===== config.mk =====
export PLATFORM = sky130hd
export DESIGN_NAME = sync_fifo_ctrl
export DESIGN_NICKNAME = d
export VERILOG_FILES = /design/src/rtl/sync_fifo_ctrl.sv
export SDC_FILE = /design/constraint.sdc
export NUM_CORES = 1
export LEC_CHECK = 0
export ABC_AREA = 0
export CORE_ASPECT_RATIO = 0.75
export CORE_UTILIZATION = 55
export DETAILED_ROUTE_END_ITERATION = 10
export PLACE_DENSITY = 0.89
export SLEW_MARGIN = 5
export SYNTH_ARGS = -nofsm -noshare
export SYNTH_HDL_FRONTEND = slang
export SYNTH_SLANG_ARGS = --single-unit

===== constraint.sdc =====
create_clock -name clk -period 7.4 [get_ports clk]
set_input_delay 2.22 -clock clk [delete_from_list [all_inputs] [get_ports clk]]
set_output_delay 2.22 -clock clk [all_outputs]
set_load 0.01 [all_outputs]

===== src/rtl/sync_fifo_ctrl.sv =====
// Single-clock FIFO controller: sequences a dual-port RAM, tracks occupancy and
// drives registered status flags plus a read-valid strobe matched to the RAM read mode.
module sync_fifo_ctrl #(
    parameter int unsigned ADDR_SIZE   = 4,
    parameter int unsigned AFULL_TH    = 12,
    parameter int unsigned AEMPTY_TH   = 2,
    parameter string       SHOW_AHAEAD = "ON"
) (
    input  logic                 clk,
    input  logic                 rst_n,
    input  logic                 wr_req,
    input  logic                 rd_req,
    input  logic                 clr,
    output logic                 mem_wr_en,
    output logic [ADDR_SIZE-1:0] mem_wr_addr,
    output logic                 mem_rd_en,
    output logic [ADDR_SIZE-1:0] mem_rd_addr,
    output logic                 full,
    output logic                 empty,
    output logic                 almost_full,
    output logic                 almost_empty,
    output logic [ADDR_SIZE:0]   usedw,
    output logic                 rd_valid,
    output logic                 overflow,
    output logic                 underflow
);

    localparam int unsigned     PW        = ADDR_SIZE + 1;
    localparam logic [PW-1:0]   DepthW    = PW'(1 << ADDR_SIZE);
    localparam logic [PW-1:0]   AfullW    = PW'(AFULL_TH);
    localparam logic [PW-1:0]   AemptyW   = PW'(AEMPTY_TH);
    localparam logic [PW-1:0]   PtrOne    = PW'(1);
    localparam bit              ShowAhead = (SHOW_AHAEAD == "ON");

    logic [PW-1:0] wr_ptr_q, wr_ptr_d;
    logic [PW-1:0] rd_ptr_q, rd_ptr_d;
    logic [PW-1:0] usedw_d;
    logic          full_q, full_d;
    logic          empty_q, empty_d;
    logic          afull_q, afull_d;
    logic          aempty_q, aempty_d;
    logic          ovf_q, ovf_d;
    logic          udf_q, udf_d;
    logic          rd_valid_q, rd_valid_d;
    logic          wr_acc, rd_acc;

    // Acceptance is judged on registered flags, so a full FIFO still takes a read
    // but drops the same-cycle write (and vice versa when empty).
    assign wr_acc = wr_req & ~full_q & ~clr;
    assign rd_acc = rd_req & ~empty_q & ~clr;

    always_comb begin
        wr_ptr_d = wr_ptr_q;
        rd_ptr_d = rd_ptr_q;
        if (clr) begin
            wr_ptr_d = '0;
            rd_ptr_d = '0;
        end else begin
            if (wr_acc) wr_ptr_d = wr_ptr_q + PtrOne;
            if (rd_acc) rd_ptr_d = rd_ptr_q + PtrOne;
        end
        usedw_d  = wr_ptr_d - rd_ptr_d;
        full_d   = (usedw_d == DepthW);
        empty_d  = (usedw_d == '0);
        afull_d  = (usedw_d >= AfullW);
        aempty_d = (usedw_d <= AemptyW);
        ovf_d    = ~clr & (ovf_q | (wr_req & full_q));
        udf_d    = ~clr & (udf_q | (rd_req & empty_q));
        // Registered-read RAMs present data one cycle after the accepted read.
        rd_valid_d = ShowAhead ? ~empty_d : rd_acc;
    end

    always_ff @(posedge clk or negedge rst_n) begin
        if (!rst_n) begin
            wr_ptr_q   <= '0;
            rd_ptr_q   <= '0;
            full_q     <= 1'b0;
            empty_q    <= 1'b1;
            afull_q    <= 1'b0;
            aempty_q   <= 1'b1;
            ovf_q      <= 1'b0;
            udf_q      <= 1'b0;
            rd_valid_q <= 1'b0;
        end else begin
            wr_ptr_q   <= wr_ptr_d;
            rd_ptr_q   <= rd_ptr_d;
            full_q     <= full_d;
            empty_q    <= empty_d;
            afull_q    <= afull_d;
            aempty_q   <= aempty_d;
            ovf_q      <= ovf_d;
            udf_q      <= udf_d;
            rd_valid_q <= rd_valid_d;
        end
    end

    assign mem_wr_en    = wr_acc;
    assign mem_wr_addr  = wr_ptr_q[ADDR_SIZE-1:0];
    assign mem_rd_en    = rd_acc;
    assign mem_rd_addr  = rd_ptr_q[ADDR_SIZE-1:0];
    assign full         = full_q;
    assign empty        = empty_q;
    assign almost_full  = afull_q;
    assign almost_empty = aempty_q;
    assign usedw        = wr_ptr_q - rd_ptr_q;
    assign rd_valid     = rd_valid_q;
    assign overflow     = ovf_q;
    assign underflow    = udf_q;

endmodule

; Yosys cells after proc, flatten, opt, wreduce, memory -nomap -nowiden
; Index checks and enable logic that the tools add are counted.
[classes]
n_addsub = 4
magnitude_cmp = 2
eq_ne = 1
n_mux = 4
n_bitwise = 14
reduce_logical = 1
[ops]
columns = operator, n
row1 = $mux W5, 4
row2 = $add A5 B1 Y5 const B, 2
row3 = $sub A5 B5 Y5, 2
row4 = $and A1 B1 Y1, 8
row5 = $eq A5 B5 Y1 const B, 1
row6 = $ge A5 B4 Y1 const B, 1
row7 = $le A5 B2 Y1 const B, 1
row8 = $logic_not A5 Y1, 1
row9 = $not A1 Y1, 4
row10 = $or A1 B1 Y1, 2
[totals]
regBits = 17
input_bits = 5
out_inout_bits = 22
wordCells = 35

; Longest topological paths before layout
; Gate-level depths: netlist of run 1.
[logic_depth]
word_depth = 8
depth_mapped = 11
depth_no_buf = 11

; Worst setup path after synthesis of run 1
; OpenSTA, ideal clock, no wires.
[synth_path]
kind = input-to-output
startpoint = in clr
endpoint = out mem_wr_en
arrival_time_ns = 2.782
required_ns = 5.180
slack_ns = 2.398
path_stages = 3
path_buffers = 1
cell_sequence = or3b_1 buf_2 inv_1
[synth_via]
elab_chain_len = 2
[synth_lines]
columns = element, line
row1 = start: declaration, 13  ; input logic clr,
row2 = $not A1 Y1, 49  ; assign wr_acc = wr_req & ~full_q & ~clr;
row3 = $and A1 B1 Y1, 49
row4 = end: declaration, 14  ; output logic mem_wr_en,
; Every way passes these cells.

; Worst setup path in the final report of run 1
; Ends and elaborated chain as after synthesis.

==> qor.csv, run 1 <==
stage;metric;value;unit
cts;CTS clk-pin slew, worst paths;110;ps
pwr;Comb power frac;53.0;%
critical_path;crit path launch type;input port;
finish;fillers;147;
floorplan;Core ar.;2120;µm²
cts;clk_lat worst skew;310;ps
finish;layout cells sized above 1;9.38;%
drt;DR iter-0 viols;67;
outcome;status;finished, final reports clean;
cts;Num CTS Buffers;3;
critical_path;Reg2Reg Depth;11;
timing;Least-Margin Pin Slew;783;ps
timing;Clock Skew;0.868;ps
timing;Final Cycle Share;82.5;%
pwr;Int Power;241;µW
timing;Final Hold Viols;0;
pwr;Power Total;390;µW
floorplan;die height;44.2;µm
drt;TritonRoute pass-1 iters;4;
floorplan;Initial Util;61.6;%
timing;Final min period;6100;ps
grt;largest net degree at the start of global routing;19;
pwr;pwr/cell area;248;nW/µm²
placed_design;DP Cell Count;188;
worst_hold_path;hold path depth;2;
cts;Post-CTS Hold Buffers;0;
finish;n_diodes;0;
cts;CTS tree;built;
timing;Final Setup Violations;0;
yosys;register area share after synthesis;32.8;%
finish;final core utilization;74.3;%
timing;Max Slew Vio Count;0;
timing;Total Neg Setup Slack;0;ps
timing;slew margin rel.;47.6;%
cts;H-tree depth;1;
pwr;leakage power;0.000708;µW
grt;Remaining Overflow, GRT;0;
yosys;Ys Warns;0;
critical_path;Arr. time, crit path;3880;ps
cts;postcts setup bufs;0;
yosys;Synth Cell Area;1310;µm²
grt;antenna violations before repair;0;
drt;# DRC;0;
pwr;register share of total power;32.6;%
floorplan;chip width;58.3;µm
drt;vias;1088;
grt;vias in the first global route;1009;
pwr;Switch Pwr;150;µW
placed_design;routability cong.;0.928;
grt;Total GRT Usage;26.1;%
cts;CTS Root Buffer Type;clkbuf_4;
critical_path;Crit. End Element;primary output;
pwr;maximum vdd drop;0.161;mV
floorplan;Die Area;2580;µm²
yosys;synth unique cells;43;
critical_path;Setup CP Type;input port to primary output;
finish;Post-Layout Cell Count;192;
yosys;post-synthesis register bit count;17;
timing;f_max;0.164;GHz
yosys;EDFF count, synth;0;
timing;RSZ-0062 raised after global routing;no;
drt;mean routed wirelength per cell;16.0;µm
placed_design;I/O Buffers;26;
drt;post-DR vias/cell;5.67;
pwr;Clock power frac;14.3;%
yosys;Mapped Cells;139;
critical_path;Crit Path Max Fanout;18;
cts;clk sinks;17;
yosys;Post-synth ARST share;100;%
placed_design;detailed-placement wirelength estimate;2460;µm
critical_path;worst path required time;5180;ps
drt;Final ANT Viol Nets;0;
cts;clock buffer depth;2;
yosys;Mean Syn Cell Area;9.40;µm²
worst_hold_path;HP Class;flip-flop to flip-flop;
floorplan;row cnt;14;
floorplan;IO Count;27;
yosys;Syn Nets;156;
drt;DRT Wirelength;3070;µm
grt;global-route wire length before repair;4830;µm
finish;nets@finish;178;
flow_run;max cap viols;0;
pwr;Switching Share;38.4;%
yosys;ys flop type;dfrtp_1;
finish;Area Growth Syn to Fin;20.6;%
cts;Post-CTS Resized;0;
metal layers:
| layer | track usage [%] | share of wire (%) | up-vias |
|---|---|---|---|
| li1 | - | - | 510 |
| met1 | 34.4 | 42 | 540 |
| met2 | 44.1 | 51 | 35 |
| met3 | 7.31 | 6.1 | 3 |
| met4 | 4.76 | 0.65 | 0 |
| met5 | 0 | 0 | - |
worst max-delay path, stage by stage:
cell	delay, ps
clkdlybuf4s50_1	390
buf_4	190
or3b_1	460
inv_1	80
clkdlybuf4s50_1	540
cell usage in the layout (no fill, tap or decap), types with 2 or more instances in the layout:
cell             count
dfstp_2              2
inv_1               18
nor2_1               9
nand3_1              2
clkdlybuf4s50_1     26
dfrtp_1             15
xor2_1               2
clkbuf_4             3
ha_1                10
a31o_1               2
a31oi_1              2
xnor2_1              9
a21o_1               5
a21oi_1              8
nand2_1              4
nor2b_1              6
or3_1                3
fa_1                 2
or2_2                4
o211ai_1             2
o21ai_0              3
logic make-up after synthesis:
group / count (synthesis) / synth area share [%]
DFF: 17 / 32.8
xor gates and xnor gates: 11 / 7.38
AOI/OAI and AO/OA: 31 / 17.7
and+or+nand+nor: 40 / 19.1
buffers and inverters: 28 / 10.4
adders and majority gates: 12 / 12.6
path summary, 6_finish.rpt:
| check | from | to | slack [ps] |
|---|---|---|---|
| max in group asynchronous | rst_n | wr_ptr_q[2] | 4570 |
| setup / recovery | clr | mem_wr_en | 1300 |
| setup reg to reg | full | full | 4080 |
| hold reg to reg | overflow | overflow | 520 |
| hold / removal | overflow | overflow | 520 |
| min in group asynchronous | rst_n | rd_ptr_q[2] | 2350 |
area by class of cell:
cell class              instances  area (µm²)  share of cell area, %
flip-flops and latches         17         428                   27.2
inverters                      18        67.6                   4.29
clock inverters                 1        7.51                  0.477
clock buffers                   3        22.5                   1.43
repair buffers                 27         268                   17.0
well taps                      32        40.0                   2.54
multi-input cells              94         742                   47.1
cells in the mapped netlist, types with 2 or more instances:
library cell	number	area share (%)
a21o_1	5	2.9
a21oi_1	8	3.1
a31o_1	2	1.3
a31oi_1	2	0.96
buf_4	8	4.6
dfrtp_1	15	29
dfstp_2	2	4.0
fa_1	2	3.1
ha_1	10	9.6
inv_1	18	5.2
nand2_1	4	1.1
nand3_1	2	0.77
nor2_1	9	2.6
nor2b_1	6	2.9
o211ai_1	2	1.1
o21ai_0	3	1.1
or2_2	4	1.9
or3_1	3	1.4
xnor2_1	9	6.0
xor2_1	2	1.3
power by group through the flow:
| stage | Sequential (µW) | Combinational [µW] | Clock, µW |
|---|---|---|---|
| after detailed placement | 129 | 206 | 0 |
| final | 127 | 207 | 55.9 |
| after floorplan | 131 | 118 | 0 |
| after CTS | 127 | 207 | 55.8 |
| after global placement | 127 | 194 | 0 |
| after global routing | 130 | 223 | 59.8 |
registers in the layout, summed over array words and instances, names as in the netlist:
signal and count:
wr_ptr_q 5, almost_full 1, empty 1, rd_valid 1, overflow 1, rd_ptr_q 5
almost_empty 1, full 1, underflow 1
per-stage QoR:
step / hold slack [ps] / area (µm²) / setup slack (ps)
4_1_cts: 527 / 1580 / 1300
2_1_floorplan: 526 / 1310 / 2400
5_1_grt: 575 / 1580 / 1250
3_5_place_dp: 502 / 1550 / 1290
3_3_place_gp: 484 / 1550 / 1330
6_report: 523 / 1580 / 1300
No activity file was read; power rests on OpenSTA's default activity.
==> inputs of run 2 (changes only) <==
--- a/config.mk
+++ b/config.mk
@@ -7,9 +7,9 @@
 export LEC_CHECK = 0
 export ABC_AREA = 0
 export CORE_ASPECT_RATIO = 0.75
-export CORE_UTILIZATION = 55
+export CORE_UTILIZATION = 51
 export DETAILED_ROUTE_END_ITERATION = 10
-export PLACE_DENSITY = 0.89
+export PLACE_DENSITY = 0.84
 export SLEW_MARGIN = 5
 export SYNTH_ARGS = -nofsm -noshare
 export SYNTH_HDL_FRONTEND = slang
==> constraint.sdc (replaced) <==
create_clock -name clk -period 6.4 [get_ports clk]
set_input_delay 1.92 -clock clk [delete_from_list [all_inputs] [get_ports clk]]
set_output_delay 1.92 -clock clk [all_outputs]
set_load 0.01 [all_outputs]
==> qor.csv, run 2 (same netlist as run 1, synthesis figures left out) <==
stage;metric;value;unit;change
timing;Final Cycle Share;85.7;%;
critical_path;worst path required time;4480;ps;was 5180 ps
floorplan;Initial Util;55.2;%;was 61.6%
timing;Final Setup Violations;0;;unchanged
floorplan;chip width;60.4;µm;was 58.3 µm
timing;Least-Margin Pin Slew;774;ps;was 783 ps
cts;clock buffer depth;2;;unchanged
timing;Final WS setup;914;ps;was 1300 ps
pwr;leakage power;0.000710;µW;was 0.000708 µW
critical_path;Crit Path Max Fanout;18;;unchanged
cts;clk sinks;17;;unchanged
critical_path;r2r setup slk;3210;ps;was 4080 ps
floorplan;die height;45.8;µm;was 44.2 µm
critical_path;CP max stage cell;clkdlybuf4s50_1;;unchanged
finish;nets@finish;178;;unchanged
placed_design;detailed-placement wirelength estimate;2150;µm;was 2460 µm
critical_path;crit path launch type;input port;;unchanged
floorplan;Core ar.;2360;µm²;was 2120 µm²
timing;Max Slew Vio Count;0;;unchanged
drt;# DRC;0;;unchanged
flow_run;max cap viols;0;;unchanged
pwr;pwr/cell area;279;nW/µm²;was 248 nW/µm²
drt;TritonRoute pass-1 iters;4;;unchanged
finish;fillers;206;;was 147
critical_path;Crit. End Element;primary output;;unchanged
cts;Num CTS Buffers;3;;unchanged
finish;commonest non-fill, non-tap cell in the layout;clkdlybuf4s50_1;;unchanged
grt;largest net degree at the start of global routing;19;;unchanged
critical_path;Cell Chain, Critical Path;clkdlybuf4s50_1 -> buf_4 -> or3b_1 -> inv_1 -> clkdlybuf4s50_1;;unchanged
placed_design;I/O Buffers;26;;unchanged
cts;H-tree depth;1;;unchanged
drt;post-DR vias/cell;5.44;;was 5.67
finish;most frequent cells in the layout;clkdlybuf4s50_1, inv_1, dfrtp_1, ha_1;;unchanged
timing;Total Neg Setup Slack;0;ps;unchanged
timing;f_max;0.182;GHz;
cts;Post-CTS Resized;0;;unchanged
cts;CTS tree;built;;unchanged
finish;layout cells sized above 1;8.75;%;was 9.38%
critical_path;reg-to-reg endpoint;full;;unchanged
grt;Total GRT Usage;21.7;%;was 26.1%
critical_path;Arr. time, crit path;3570;ps;was 3880 ps
pwr;Power Total;440;µW;was 390 µW
drt;DR iter-0 viols;55;;was 67
critical_path;cell mode on critical path;clkdlybuf4s50_1;;unchanged
floorplan;row cnt;15;;was 14
floorplan;IO Count;27;;unchanged
finish;Area Growth Syn to Fin;20.5;%;was 20.6%
timing;Final min period;5490;ps;
cts;CTS Root Buffer Type;clkbuf_4;;unchanged
timing;RSZ-0062 raised after global routing;no;;unchanged
grt;global-route wire length before repair;4220;µm;was 4830 µm
finish;n_diodes;0;;unchanged
outcome;status;finished, final reports clean;;unchanged
grt;antenna violations before repair;0;;unchanged
floorplan;Die Area;2770;µm²;was 2580 µm²
worst_hold_path;Min-Delay Startpoint;overflow;;unchanged
drt;mean routed wirelength per cell;14.1;µm;was 16.0 µm
grt;vias in the first global route;940;;was 1009
critical_path;Setup CP Type;input port to primary output;;unchanged
worst_hold_path;hold path depth;2;;unchanged
critical_path;slowest stage delay, CP;520;ps;was 540 ps
drt;Final ANT Viol Nets;0;;unchanged
critical_path;worst r2r src;empty;;was full
worst_hold_path;hold endpoint;overflow;;unchanged
grt;Remaining Overflow, GRT;0;;unchanged
finish;biggest registers after layout;rd_ptr_q (5), wr_ptr_q (5);;unchanged
cts;Post-CTS Hold Buffers;0;;unchanged
cts;CTS clk-pin slew, worst paths;100;ps;was 110 ps
pwr;maximum vdd drop;0.164;mV;was 0.161 mV
timing;Clock Skew;1.35;ps;was 0.868 ps
timing;slew margin rel.;48.2;%;was 47.6%
placed_design;routability cong.;0.873;;was 0.928
placed_design;DP Worst Slack;916;ps;was 1290 ps
cts;clk_lat worst skew;300;ps;was 310 ps
timing;Final Hold Viols;0;;unchanged
drt;vias;1056;;was 1088
critical_path;Reg2Reg Depth;11;;unchanged
worst_hold_path;HP Class;flip-flop to flip-flop;;unchanged
cts;postcts setup bufs;0;;unchanged
drt;DRT Wirelength;2730;µm;was 3070 µm
-- run 2: cell type report --
cell class / instances / area, µm² / share of cell area (%)
Timing Repair Buffer: 27 / 268 / 17.0
Sequential cell: 17 / 428 / 27.2
Tap cell: 34 / 42.5 / 2.70
Inverter: 18 / 67.6 / 4.29
Multi-Input combinational cell: 94 / 742 / 47.1
Clock buffer: 4 / 26.3 / 1.67
-- run 2: worst max-delay path by stage --
stage | startpoint | endpoint | slack (ps) | cells after the start
finish | clr | mem_wr_en | 910 | 5
global route | clr | mem_wr_en | 840 | 5
CTS | clr | mem_wr_en | 920 | 5
detailed placement | clr | mem_wr_en | 920 | 5
global placement | clr | mem_wr_en | 930 | 5
floorplan | clr | mem_wr_en | 2000 | 3
-- run 2: stage by stage --
stage               std cells  hold slack (ps)  cell area [µm²]  utilization (%)
finish                    194              510             1570             66.6
global route              194              539             1570             66.6
CTS                       194              515             1570             66.6
detailed placement        190              492             1550             65.4
global placement          190              480             1550             65.4
floorplan                 139              526             1310                -
-- run 2: metal layers --
| metal | vias to the layer above | wire (µm) | share of wire (%) | GRT usage (%) |
|---|---|---|---|---|
| li1 | 513 | - | - | - |
| met1 | 503 | 1240 | 46 | 28.7 |
| met2 | 36 | 1300 | 48 | 34.7 |
| met3 | 4 | 155 | 5.7 | 5.40 |
| met4 | 0 | 31 | 1.1 | 7.73 |
| met5 | - | 0 | 0 | 0 |
-- run 2: critical path, delay by kind of cell --
kind	cells	cell delay [ps]
buffers and inverters	4	1190
AND/OR/NAND/NOR	1	450
-- run 2: report_power, final --
| part | internal [µW] | switching, µW | leakage (µW) |
|---|---|---|---|
| clock network | 24.3 | 34.6 | 0.0000150 |
| logic | 124 | 111 | 0.000472 |
| registers | 130 | 15.9 | 0.000222 |
| total | 279 | 161 | 0.000710 |
==> inputs of run 3 (changes only) <==
--- a/config.mk
+++ b/config.mk
@@ -10,7 +10,7 @@
 export CORE_UTILIZATION = 51
 export DETAILED_ROUTE_END_ITERATION = 10
 export PLACE_DENSITY = 0.84
-export SLEW_MARGIN = 5
+export SLEW_MARGIN = 10
 export SYNTH_ARGS = -nofsm -noshare
 export SYNTH_HDL_FRONTEND = slang
 export SYNTH_SLANG_ARGS = --single-unit
==> results of run 3 <==
No change in the layout: final DEF, timing and power equal those of run 2.
